File: config.mk
export PLATFORM = sky130hd
export DESIGN_NAME = mod_updown_counter
export DESIGN_NICKNAME = d
export VERILOG_FILES = /design/src/rtl/mod_updown_counter.sv
export SDC_FILE = /design/constraint.sdc
export NUM_CORES = 1
export LEC_CHECK = 0
export CORE_AREA = 4 4 41 43
export DETAILED_ROUTE_END_ITERATION = 10
export DIE_AREA = 0 0 45 47
export HOLD_SLACK_MARGIN = 0.02
export PLACE_DENSITY_LB_ADDON = 0.08
export RECOVER_POWER = 25
export SETUP_SLACK_MARGIN = 0.05
export SLEW_MARGIN = 20
export SYNTH_ARGS = -nofsm -noshare
export SYNTH_HDL_FRONTEND = slang
export SYNTH_SLANG_ARGS = --single-unit
File: constraint.sdc
create_clock -name clk -period 3.55 [get_ports clk]
set_input_delay 0.5325 -clock clk [delete_from_list [all_inputs] [get_ports clk]]
set_output_delay 0.5325 -clock clk [all_outputs]
set_load 0.01 [all_outputs]
File: src/rtl/mod_updown_counter.sv
// mod_updown_counter: bounded up/down counter with wrap or saturate behaviour and boundary pulses.
// Rev 1.0 -- initial release.
`default_nettype none

module mod_updown_counter #(
  parameter int             WIDTH    = 4,
  parameter logic [WIDTH-1:0] MAX_VAL = {WIDTH{1'b1}},
  parameter bit             SATURATE = 1'b0
) (
  input  logic             clk,
  input  logic             reset,
  input  logic             count,
  input  logic             deCount,
  input  logic             clear,
  input  logic             load,
  input  logic [WIDTH-1:0] load_val,
  output logic [WIDTH-1:0] out,
  output logic             at_max,
  output logic             at_min,
  output logic             carry,
  output logic             borrow
);

  localparam logic [WIDTH-1:0] ZERO = '0;
  localparam logic [WIDTH-1:0] ONE  = WIDTH'(1);

  logic [WIDTH-1:0] out_q, out_d;
  logic             carry_q, carry_d;
  logic             borrow_q, borrow_d;

  logic             top_hit;
  logic             bottom_hit;
  logic [WIDTH-1:0] load_clamped;

  assign top_hit      = (out_q == MAX_VAL);
  assign bottom_hit   = (out_q == ZERO);
  assign load_clamped = (load_val > MAX_VAL) ? MAX_VAL : load_val;

  // Single-action priority: clear, load, conflict hold, up, down, idle.
  always_comb begin
    out_d    = out_q;
    carry_d  = 1'b0;
    borrow_d = 1'b0;
    if (clear) begin
      out_d = ZERO;
    end else if (load) begin
      out_d = load_clamped;
    end else if (count && deCount) begin
      out_d = out_q;
    end else if (count) begin
      if (top_hit) begin
        carry_d = 1'b1;
        out_d   = SATURATE ? MAX_VAL : ZERO;
      end else begin
        out_d = out_q + ONE;
      end
    end else if (deCount) begin
      if (bottom_hit) begin
        borrow_d = 1'b1;
        out_d    = SATURATE ? ZERO : MAX_VAL;
      end else begin
        out_d = out_q - ONE;
      end
    end
  end

  always_ff @(posedge clk or posedge reset) begin
    if (reset) begin
      out_q    <= ZERO;
      carry_q  <= 1'b0;
      borrow_q <= 1'b0;
    end else begin
      out_q    <= out_d;
      carry_q  <= carry_d;
      borrow_q <= borrow_d;
    end
  end

  assign out    = out_q;
  assign carry  = carry_q;
  assign borrow = borrow_q;
  assign at_max = top_hit;
  assign at_min = bottom_hit;

endmodule

`default_nettype wire

# Word level (Yosys, flattened, before mapping)
# Cells that the tools add are included.
# word_totals
regBits	6
elab_cells	31
# op_classes
addsub	2
order_cmp	1
eq_ne	2
muxes	19
reduce_logical	4
# ops
operator	count
4-bit two-way mux	8
1-bit two-way mux	11
4-bit by 1-bit adder with 4-bit output, second input constant	1
4-bit equality test, second input constant	1
4-bit greater-than comparator, second input constant	1
4-bit logical NOT	1
4-bit nonzero test	1
4-bit by 1-bit subtractor with 4-bit output, second input constant	1
3-bit inequality test, second input constant	1
2-bit AND reduction	1
1-bit logical AND	1

# Longest topological paths before layout
# Gate-level depths: netlist of run 1.
# depth
ltp_word	7
depth_mapped	6

# Least setup slack after synthesis of run 1
# Ideal clock, no wire load.
# synth_path
path_type	flip-flop to output port
from	reg out_q[0] (netlist: out[0])
to	out at_min
arrival_time_ps	1070
slack_ps	1948
stages_incl_launch_ff	5
cell_sequence	dfrtp_1 -> inv_1 -> ha_1 -> nor2b_2 -> nor2b_1
# synth_between
elab_chain_cells	1
# synth_lines
item	line_no	rtl
start, declared	27	logic [WIDTH-1:0] out_q, out_d;
start signal, assigned	73	out_q <= out_d;
4-bit logical NOT	36	assign bottom_hit = (out_q == ZERO);
end, declared	19	output logic at_min,
# No other way between the ends.

# Final worst setup path of run 1
# Ends and elaborated chain as after synthesis.

==> reports/metrics.sh, run 1 <==
RUN_STATUS='completed'
MAX_CAP_CHECK_VIOLATION_COUNT=0
REGTOREGSETUPSLACK_NS=2.07
REQUIRED_NS=3.02
HOLDBUFCOUNTCTS=0
DRT.ANTENNA.VIOLATING_NETS=0
POST-SYNTH-TOP-AREA-CELL='dfrtp_1'
CTS-ROOT-BUF='clkbuf_4'
SYNTH.LIB_CELLS_USED.DISTINCT=26
NETLIST_TOP_CELLS_COUNT='dfrtp_1 (6), inv_1 (5), nor2_1 (5)'
PATH_MAX_FANOUT=7
LEAKAGE_nW=0.2826
GLOBALPLACE.CONGESTION=0.7942
ROW_COUNT=13
FMAX_MHz=423.9
ANTENNADIODECOUNT=0
PLACEABLECOREAREA_UM2=1301
POST-SYNTH-TOP-AREA-FRACTION_PCT=33.15
FRACTION_OF_LAYOUT_CELLS_WITH_A_SIZE_SUFFIX_ABOVE_1_PCT=11.11
DRCVIOLATIONCOUNT=0
FIN_CRIT_SH_PCT=66.45
START_UTIL_PCT=34.81
IO_BUFFER_COUNT=17
YOSYSMOSTFREQUENTCELL='dfrtp_1'
CTS-RESIZED-GATES=0
YOSYS_WARNINGS=0
REPORT.FINAL.SLEW_VIOL_COUNT=0
DIE_WIDTH_UM=45
TIMING.FINAL.SETUP_VIOLATIONS=0
TIMING.CRITICAL_PATH.TO_TYPE='primary output'
SETUP.WORST_PATH.CLASS='flip-flop to primary output'
HOLD_VIOL=0
ANTENNA_FOUND_INITIAL=0
SYNTH_SEQ_CELLS=6
NUM_VIAS=454
GRT_UTIL_ALL_LAYERS_PCT=13.63
TRITONCTS='built'
YS_DOMINANT_REG_CELL='dfrtp_1'
FLOORPLAN.DIE_AREA_UM2=2115
CLOCK_SKEW_NS=0.001667
SYN-NUM-NETS=66
ASYNC_FLOP_SHARE_PCT=100.0
GRT_FIRST_PASS_WIRELENGTH_UM=1987
CLOCKBUFFERDEPTH=2
DETAILED_PLACE_HPWL_UM=979
RR_ENDPOINT='out[2]'
WORST_PIN_SLEW_NS=0.3751
MIN_CLOCK_PERIOD_POST_ROUTE_NS=2.359
SYNTH.AREA.TOP_CELLS='dfrtp_1 (33%), ha_1 (8.3%), a21oi_1 (4.4%)'
DESIGN.FINAL.NETS=87
SETUP_REPAIR_AFTER_GLOBAL_ROUTING_MISSED_ITS_MARGIN='no'
PD_CELLS_nW_PER_UM2=316.8
DETAIL_ROUTE.WIRELENGTH_UM=1208
POST-CTS-SETUP-BUFFER-COUNT=0
FIN_TNS_SETUP_NS=0
IR_DROP_WORST_CASE_VDD_mV=0.1255
SYNTHESIS.AREA_UM2=452.9
CLKSINKCOUNT=6
TIMING.CRITICAL_PATH.TO='at_min'
MAXIMUM_NUMBER_OF_PINS_ON_ONE_NET_BEFORE_GLOBAL_ROUTE_REPAIR=9
OVERFLOW=0
DRT_ITER0_MARKERS=12
RELSLEWSLACK_PCT=74.82
DRT-WIRELENGTH-PER-CELL_UM=13.89
DRT_FIRST_PASS_ITERS=5
SYN_TO_FINAL_GROWTH_PCT=45.58
ROUTED_VIA_DENSITY=5.218
SYN-MEAN-INSTANCE-AREA_UM2=8.546
CLKTRANSATPATHREGS_NS=0.05
CP-STARTPOINT='out[0]'
CTS-BUFFERS-INSERTED=3
SETUP.WORST_PATH.START_CLASS='flip-flop'
LAYOUT.FILLER_CELLS=141
SYNTHESIS.INSTANCES=53
CRITPATHARRIVALTIME_NS=1.83
H-TREE-DEPTH=1
HOLD_REMOVAL_PATH_CLASS='input port to async pin'
SEQ_AREA_FRAC_SYNTH_PCT=33.15
REG2REG_DEPTH=6
CRITICAL_PATH.REG2REG.STARTPOINT='out[0]'
FLOORPLAN.IO_PINS=18
DIE_HEIGHT_UM=47
LATEST_CLOCK_ARRIVAL_WITHIN_THE_WORST_SKEW_PAIR_NS=0.25
FIRST_GLOBAL_VIAS=435
POWER.TOTAL_uW=208.9
SYNTH_ENABLE_FLOP_CELLS=0
[stage by stage]
step	area (um2)	setup slack, ns	hold WS [ns]	cells	util [%]
floorplan	452.9	1.948	0.3235	53	-
global placement	636.9	1.504	0.6655	84	48.94
detailed placement	636.9	1.435	0.6697	84	48.94
CTS	659.4	1.165	0.5052	87	50.67
global route	659.4	1.013	0.6647	87	50.67
finish	659.4	1.191	0.6395	87	50.67
[cells in the final DEF, fill, tap and decap left out, drive strengths merged]
cell type | netlist | routed
a22o | 1 | 1
or3 | 1 | 1
o21ai | 3 | 3
xnor2 | 2 | 2
ha | 3 | 3
o2111ai | 1 | 1
nor2 | 5 | 5
and2b | 1 | 1
dlygate4sd3 | 0 | 1
mux2i | 1 | 1
o41ai | 1 | 1
nor2b | 3 | 3
a221o | 1 | 1
and3 | 3 | 3
a21oi | 4 | 4
a31oi | 1 | 1
inv | 5 | 5
nand2b | 2 | 2
a311oi | 2 | 2
dfrtp | 6 | 6
nand2 | 4 | 4
clkdlybuf4s50 | 0 | 16
and2 | 1 | 1
clkbuf | 0 | 3
nand3 | 1 | 1
[layer usage]
metal  part of all wire [%]  track usage [%]  routed length [um]
met5                      0                0                   0
met4                      0            7.018                   0
met3                    6.8            4.981                  82
met2                     47            21.75                 566
met1                     46            16.06                 560
[sequential cells by signal, indices dropped and copies added, names as in the netlist]
register,flops
out,4
borrow,1
carry,1
[worst max-delay path: stages (launching register included)]
cell and delay, ns:
dfrtp_1 0.44, inv_1 0.11, ha_1 0.17, nor2b_2 0.15, nor2b_1 0.16, clkdlybuf4s50_1 0.55
[final cells by class]
class	instances	area, um2	area share [%]
timing repair buffer	17	170.2	25.81
clock buffer	3	22.52	3.416
sequential	6	150.1	22.77
tap	15	18.77	2.846
multi-input combinational	41	279.0	42.32
inverter	5	18.77	2.846
[worst min-delay path by stage]
| stage | start | to | slack, ns |
|---|---|---|---|
| floorplan | reset | borrow | 0.32 |
| global placement | out[3] | out[3] | 0.67 |
| detailed placement | out[3] | out[3] | 0.67 |
| CTS | reset | carry | 0.51 |
| global route | reset | borrow | 0.66 |
| finish | reset | carry | 0.64 |
[power by group]
group	switching (mW)	internal (mW)
sequential	0.00758	0.0726
combinational	0.0282	0.0359
clock	0.0263	0.0384
[logic make-up after synthesis]
logic type               Yosys count  synth area share, %
AO/OA/AOI/OAI                     14                21.00
XOR/XNOR                           2                3.868
adder cells (fa/ha/maj)            3                8.288
buffers and inverters              6                5.248
flip-flops                         6                33.15
multiplexers                       1                2.210
AND/OR/NAND/NOR                   21                26.24
(Power assumes the default switching activity.)
==> inputs of run 2 (changes only) <==
==> constraint.sdc (replaced) <==
create_clock -name clk -period 2.33 [get_ports clk]
set_input_delay 0.3495 -clock clk [delete_from_list [all_inputs] [get_ports clk]]
set_output_delay 0.3495 -clock clk [all_outputs]
set_load 0.01 [all_outputs]
==> run 2 against run 1 <==
  * Core utilization increased by 0.29 points
  * Non-clock buffer count unchanged
  * Setup slack got worse by 0.85 ns
  * Clock skew increased by 0.00065 ns
  * Final area increased by 0.57%
  * Total power increased by 50%
  * Sequential share of layout area increased by 0.060 points
  * First-iteration DRC count decreased by 17%
  * Register-to-register slack got worse by 1.2 ns
  * Cell count unchanged
  * Critical path type unchanged
  * Largest power group unchanged
  * Highest routed layer is now met4
==> reports/metrics.sh, run 2 (synthesis results as in run 1) <==
CRITPATHARRIVALTIME_NS=1.64  # -0.19 ns
MAX_CAP_CHECK_VIOLATION_COUNT=0  # unchanged
POWER.TOTAL_uW=312.5  # +50%
DETAILED_PLACE_HPWL_UM=980.4  # +0.14%
CLKSINKCOUNT=6  # unchanged
RELSLEWSLACK_PCT=76.59  # +1.8 points
PATH_MAX_FANOUT=7  # unchanged
PLACEABLECOREAREA_UM2=1301  # unchanged
WORST_PIN_SLEW_NS=0.3487  # -0.02639 ns
SETUP.WORST_PATH.CLASS='flip-flop to primary output'
CLOCKBUFFERDEPTH=2  # unchanged
GRT_FIRST_PASS_WIRELENGTH_UM=1980  # -0.35%
CLKTRANSATPATHREGS_NS=0.04  # about the same
FLOORPLAN.IO_PINS=18  # unchanged
DRT.ANTENNA.VIOLATING_NETS=0  # unchanged
TOP_LIBRARY_CELLS_BY_USAGE_IN_THE_LAYOUT_FILL_AND_TAPS_ASIDE='clkdlybuf4s50_1 (15), inv_1 (5), nor2_1 (5), dfrtp_1 (5)'
SYN_TO_FINAL_GROWTH_PCT=46.41
FRACTION_OF_LAYOUT_CELLS_WITH_A_SIZE_SUFFIX_ABOVE_1_PCT=12.50  # +1.4 points
HOLD_VIOL=0  # unchanged
GLOBALPLACE.CONGESTION=0.7943  # about the same
IO_BUFFER_COUNT=17  # unchanged
PD_CELLS_nW_PER_UM2=471.3  # +49%
SETUP.WORST_PATH.START_CLASS='flip-flop'
HOLD_REMOVAL_PATH_CLASS='input port to async pin'
FIN_CRIT_SH_PCT=85.29
MIN_CLOCK_PERIOD_POST_ROUTE_NS=1.987
ANTENNA_FOUND_INITIAL=0  # unchanged
CTS-BUFFERS-INSERTED=3  # unchanged
FIN_TNS_SETUP_NS=0  # unchanged
LAYOUT.CELL_AREA.NON_FILLER_UM2=663.1  # +0.57%
START_UTIL_PCT=34.81  # unchanged
SETUP_REPAIR_AFTER_GLOBAL_ROUTING_MISSED_ITS_MARGIN='no'
CTS-ROOT-BUF='clkbuf_4'
GRT_UTIL_ALL_LAYERS_PCT=13.48  # -0.15 points
ROW_COUNT=13  # unchanged
TIMING.FINAL.SETUP_VIOLATIONS=0  # unchanged
TIMING.CRITICAL_PATH.TO_TYPE='primary output'
DRT-WIRELENGTH-PER-CELL_UM=13.46  # -3.1%
DRCVIOLATIONCOUNT=0  # unchanged
ROUTED_VIA_DENSITY=5.195  # -0.44%
FIRST_GLOBAL_VIAS=432  # -0.69%
CLOCK_SKEW_NS=0.002313  # +0.0006458 ns
DIE_HEIGHT_UM=47  # unchanged
RUN_STATUS='completed'
LEAKAGE_nW=0.2925  # +3.5%
LARGEST_REGISTER_FFS=4  # unchanged
MAXIMUM_NUMBER_OF_PINS_ON_ONE_NET_BEFORE_GLOBAL_ROUTE_REPAIR=9  # unchanged
POST-CTS-SETUP-BUFFER-COUNT=0  # unchanged
IR_DROP_WORST_CASE_VDD_mV=0.2333  # +86%
DRT_ITER0_MARKERS=10  # -2
FMAX_MHz=503.2
NUM_VIAS=452  # -0.44%
LAYOUT.CELLS.MOST_COMMON='clkdlybuf4s50_1'
DESIGN.FINAL.NETS=87  # unchanged
DETAIL_ROUTE.WIRELENGTH_UM=1171  # -3.1%
ANTENNADIODECOUNT=0  # unchanged
TRITONCTS='built'
DIE_WIDTH_UM=45  # unchanged
LATEST_CLOCK_ARRIVAL_WITHIN_THE_WORST_SKEW_PAIR_NS=0.24  # about the same
REPORT.FINAL.SLEW_VIOL_COUNT=0  # unchanged
HOLDBUFCOUNTCTS=0  # unchanged
H-TREE-DEPTH=1  # unchanged
DETAILED_PLACE.AREA_UM2=636.9  # unchanged
REQUIRED_NS=1.98  # -1.04 ns
OVERFLOW=0  # unchanged
FLOORPLAN.DIE_AREA_UM2=2115  # unchanged
DRT_FIRST_PASS_ITERS=3  # -2
run 2: layout make-up:
class	count	area (um2)
clock buffers	3	22.52
fillers	145	638.1
inverters	5	18.77
multi-input cells	41	279.0
flip-flops and latches	6	151.4
well taps	15	18.77
repair buffers	17	172.7
run 2: metrics by stage:
step           hold slack [ns]  setup WS [ns]  std cells  utilization [%]
5_1_grt                 0.4835         0.2530         87            50.96
2_1_floorplan           0.1405         0.9061         53                -
4_1_cts                 0.3313         0.1393         87            50.67
3_3_place_gp            0.5902         0.4672         84            48.94
3_5_place_dp            0.5826         0.4080         84            48.94
6_report                0.4621         0.3427         87            50.96
run 2: what timing repair did:
action	CTS	global route
endpoints found under the hold margin	0	0
endpoints found under the setup margin	0	1
gates resized for setup	0	2
run 2: power by group:
group | internal [mW] | total, mW | switching (mW)
registers | 0.111 | 0.123 | 0.0117
logic | 0.0539 | 0.0964 | 0.0425
clock network | 0.0581 | 0.0934 | 0.0353
run 2: worst max-delay path: stages (launching register included):
cell and delay [ns]:
dfrtp_1 0.43, ha_1 0.25, and3_1 0.18, clkdlybuf4s50_1 0.53
run 2: path summary, 6_finish.rpt:
kind,from,to,slack [ns],cells after the start
max,out[1],at_max,0.34,3
max reg2reg,out[0],out[2],0.85,6
min in group clk,out[0],out[0],0.66,3
min reg2reg,out[0],out[0],0.66,3
min,reset,borrow,0.46,2
max in group asynchronous,reset,out[0],1.66,2
run 2: layer usage:
| layer | track usage (%) | vias to the layer above | wire, um |
|---|---|---|---|
| met3 | 7.280 | 2 | 82 |
| met2 | 21.75 | 14 | 552 |
| li1 | - | 226 | - |
| met1 | 15.63 | 210 | 529 |
| met5 | 0 | - | 0 |
| met4 | 3.509 | 0 | 6 |
==> inputs of run 3 (changes only) <==
==> constraint.sdc (replaced) <==
create_clock -name clk -period 2.33 [get_ports clk]
set_input_delay 0.3495 -clock clk [delete_from_list [all_inputs] [get_ports clk]]
set_output_delay 0.3495 -clock clk [all_outputs]
set_load 0.1 [all_outputs]
==> run 3 against run 2 <==
  * Highest routed layer unchanged
  * Largest cell class unchanged
  * Via count is 1.8% higher
  * Final area increased by 1.5%
  * First-iteration DRC count fell by 10%
  * Flip-flop and latch count stayed put
  * Die area unchanged
  * Critical endpoint is now at_min
  * Maximum frequency grew 7.5%
  * Count of clock-buffer cells in the layout stayed put
  * Core utilization increased by 0.77 points
  * Total power is 24% higher
  * Critical path depth is 2 higher
  * Largest power group is now combinational cells
  * Wire length decreased by 5.2%
  * Sequential power about the same
==> reports/metrics.sh, run 3 (synthesis results as in run 1) <==
SYN_TO_FINAL_GROWTH_PCT=48.62
TOP_LIBRARY_CELLS_BY_USAGE_IN_THE_LAYOUT_FILL_AND_TAPS_ASIDE='clkdlybuf4s50_1 (8), dfrtp_1 (6), buf_4 (6), inv_1 (5), nor2_1 (5)'
REG2REG_DEPTH=5  # -1
LATEST_CLOCK_ARRIVAL_WITHIN_THE_WORST_SKEW_PAIR_NS=0.24  # about the same
TIMING.FINAL.SETUP_VIOLATIONS=0  # unchanged
CRITICAL_PATH.REG2REG.STARTPOINT='out[0]'
P_SWITCHING_uW=156.1  # +74%
MIN_CLOCK_PERIOD_POST_ROUTE_NS=1.848  # -0.1395 ns
CP-STARTPOINT='out[0]'
DETAIL_ROUTE.WIRELENGTH_UM=1110  # -5.2%
TIMING.CRITICAL_PATH.TO='at_min'
LAYOUT.FILLER_CELLS=138  # -4.8%
WORST_PIN_SLEW_NS=0.3110  # -0.03764 ns
HOLDBUFCOUNTCTS=0  # unchanged
LAYOUT.CELLS.MOST_COMMON='clkdlybuf4s50_1'
CRIT_CELLS=5  # +2
PATH_BUF_INV=2  # +1
TIMING.CRITICAL_PATH.SLOWEST_CELL_DELAY_NS=0.47  # -0.06 ns
LEAKAGE_nW=0.3077  # +5.2%
REGTOREGSETUPSLACK_NS=0.82  # -0.03 ns
ANTENNA_FOUND_INITIAL=0  # unchanged
RELSLEWSLACK_PCT=79.11  # +2.5 points
ANTENNADIODECOUNT=0  # unchanged
FLOORPLAN.IO_PINS=18  # unchanged
CLKTRANSATPATHREGS_NS=0.04  # about the same
DRT-WIRELENGTH-PER-CELL_UM=12.76  # -5.2%
ROUTED_VIA_DENSITY=5.287  # +1.8%
GRT_FIRST_PASS_WIRELENGTH_UM=1814  # -8.4%
GRT_UTIL_ALL_LAYERS_PCT=12.15  # -1.3 points
CLOCKBUFFERDEPTH=2  # unchanged
DRT_ITER0_MARKERS=9  # -1
FIRST_GLOBAL_VIAS=418  # -3.2%
DIE_HEIGHT_UM=47  # unchanged
OVERFLOW=0  # unchanged
PLACEABLECOREAREA_UM2=1301  # unchanged
POST_LAYOUT_NONFILLER_INSTANCES=87  # unchanged
CLKSINKCOUNT=6  # unchanged
ROW_COUNT=13  # unchanged
DESIGN.FINAL.NETS=87  # unchanged
FIN_TNS_SETUP_NS=0  # unchanged
TIMING.CRITICAL_PATH.TO_TYPE='primary output'
FIN_CRIT_SH_PCT=79.31  # -6.0 points
FINISH.UTILIZATION_PCT=51.73  # +0.77 points
REQUIRED_NS=1.98  # about the same
CTS-BUFFERS-INSERTED=3  # unchanged
LARGEST_REGISTER_FFS=4  # unchanged
IR_DROP_WORST_CASE_VDD_mV=0.2085  # -11%
SETUP_REPAIR_AFTER_GLOBAL_ROUTING_MISSED_ITS_MARGIN='no'
RUN_STATUS='completed'
DIE_WIDTH_UM=45  # unchanged
CLOCK_SKEW_NS=0.003878  # +0.001565 ns
DRCVIOLATIONCOUNT=0  # unchanged
START_UTIL_PCT=34.81  # unchanged
TIMING.CRITICAL_PATH.SLOWEST_STAGE_CELL='dfrtp_1'
RR_ENDPOINT='out[2]'
FMAX_MHz=541.2  # +7.5%
MAXIMUM_NUMBER_OF_PINS_ON_ONE_NET_BEFORE_GLOBAL_ROUTE_REPAIR=9  # unchanged
SETUP.WORST_PATH.START_CLASS='flip-flop'
DRT_FIRST_PASS_ITERS=4  # +1
PATH_MAX_FANOUT=7  # unchanged
PD_CELLS_nW_PER_UM2=573.9  # +22%
GLOBALPLACE.CONGESTION=0.7467  # -6.0%
FLOORPLAN.DIE_AREA_UM2=2115  # unchanged
CTS-ROOT-BUF='clkbuf_4'
DRT.ANTENNA.VIOLATING_NETS=0  # unchanged
POST-CTS-SETUP-BUFFER-COUNT=0  # unchanged
MAX_CAP_CHECK_VIOLATION_COUNT=0  # unchanged
REPORT.FINAL.SLEW_VIOL_COUNT=0  # unchanged
CP_TOP_FAMILY='flip-flops'
CLOCKPOWERSHARE_PCT=24.3  # -5.6 points
POWER.SEQUENTIAL.FRACTION_PCT=32.1  # -7.2 points
CRITPATHARRIVALTIME_NS=1.50  # -0.14 ns
DETAILED_PLACE_HPWL_UM=915.5  # -6.6%
HOLD_REMOVAL_PATH_CLASS='input port to async pin'
IO_BUFFER_COUNT=17  # unchanged
H-TREE-DEPTH=1  # unchanged
HOLD_VIOL=0  # unchanged
TRITONCTS='built'
SETUP.WORST_PATH.CLASS='flip-flop to primary output'
FRACTION_OF_LAYOUT_CELLS_WITH_A_SIZE_SUFFIX_ABOVE_1_PCT=25.00  # +13 points
PLACE.DETAILED.INSTANCES=84  # unchanged
TIMING.CRITICAL_PATH.CELLS='inv_1 -> ha_1 -> nor2b_2 -> nor2b_4 -> buf_12'
NUM_VIAS=460  # +1.8%
INTERNAL_POWER_CONTRIBUTION_uW=230.2  # +3.2%
COMBINATIONALPOWERSHARE_PCT=43.7  # +13 points
CTS-RESIZED-GATES=0  # unchanged
POWER.SHARE.SWITCHING_PCT=40.40  # +12 points
-- run 3: changes by cell type in the layout (fill, tap and decap cells not counted) --
cell | before | now
buf_4 | 0 | 6
dfrtp_2 | 1 | 0
clkdlybuf4s50_1 | 15 | 8
dfrtp_1 | 5 | 6
nor2b_1 | 1 | 0
nor2b_4 | 0 | 1
and3_2 | 1 | 2
buf_12 | 0 | 2
and3_1 | 2 | 1
dlymetal6s2s_1 | 1 | 0
-- run 3: area by class of cell --
type                       count  area [um2]  area share, %
clock buffer                   3       22.52          3.346
inverter                       5       18.77          2.788
multi-input combinational     41       287.8          42.75
sequential                     6       150.1          22.30
tap                           15       18.77          2.788
timing repair buffer          17       175.2          26.02
-- run 3: routing by layer --
layer	track usage [%]	vias up	share of wire, %
met5	0	-	0
met4	9.357	0	2.3
met3	2.682	4	6.8
met2	19.49	19	49
met1	14.09	209	42
li1	-	228	-
-- run 3: worst min path at each step --
stage / from / to / slack [ns] / cells after the start
6_report: reset / out[1] / 0.45 / 2
2_1_floorplan: reset / borrow / 0.14 / 1
4_1_cts: reset / out[1] / 0.31 / 2
3_5_place_dp: reset / borrow / 0.58 / 2
3_3_place_gp: reset / borrow / 0.58 / 2
5_1_grt: reset / out[0] / 0.47 / 2
-- run 3: worst register-to-register path, cell delays in order (launching register included) --
cell and delay, ns:
dfrtp_1 0.47, inv_1 0.10, ha_1 0.22, a22o_1 0.21, a221o_1 0.29, a21oi_1 0.14
-- run 3: through the flow --
step	power [mW]	area (um2)	hold WS, ns	setup WS [ns]
floorplan	0.2408	461.7	0.1405	0.1387
global placement	0.2948	650.6	0.5761	0.5193
detailed placement	0.2949	650.6	0.5773	0.5100
CTS	0.3905	673.1	0.3149	0.4553
global route	0.4095	673.1	0.4745	0.3768
finish	0.3863	673.1	0.4489	0.4822
-- run 3: power groups by stage --
stage,logic [mW],registers (mW),clock network [mW]
2_1_floorplan,0.0740,0.167,0
5_1_grt,0.179,0.126,0.105
3_3_place_gp,0.169,0.125,0
4_1_cts,0.170,0.124,0.0967
3_5_place_dp,0.169,0.125,0
6_report,0.169,0.124,0.0937
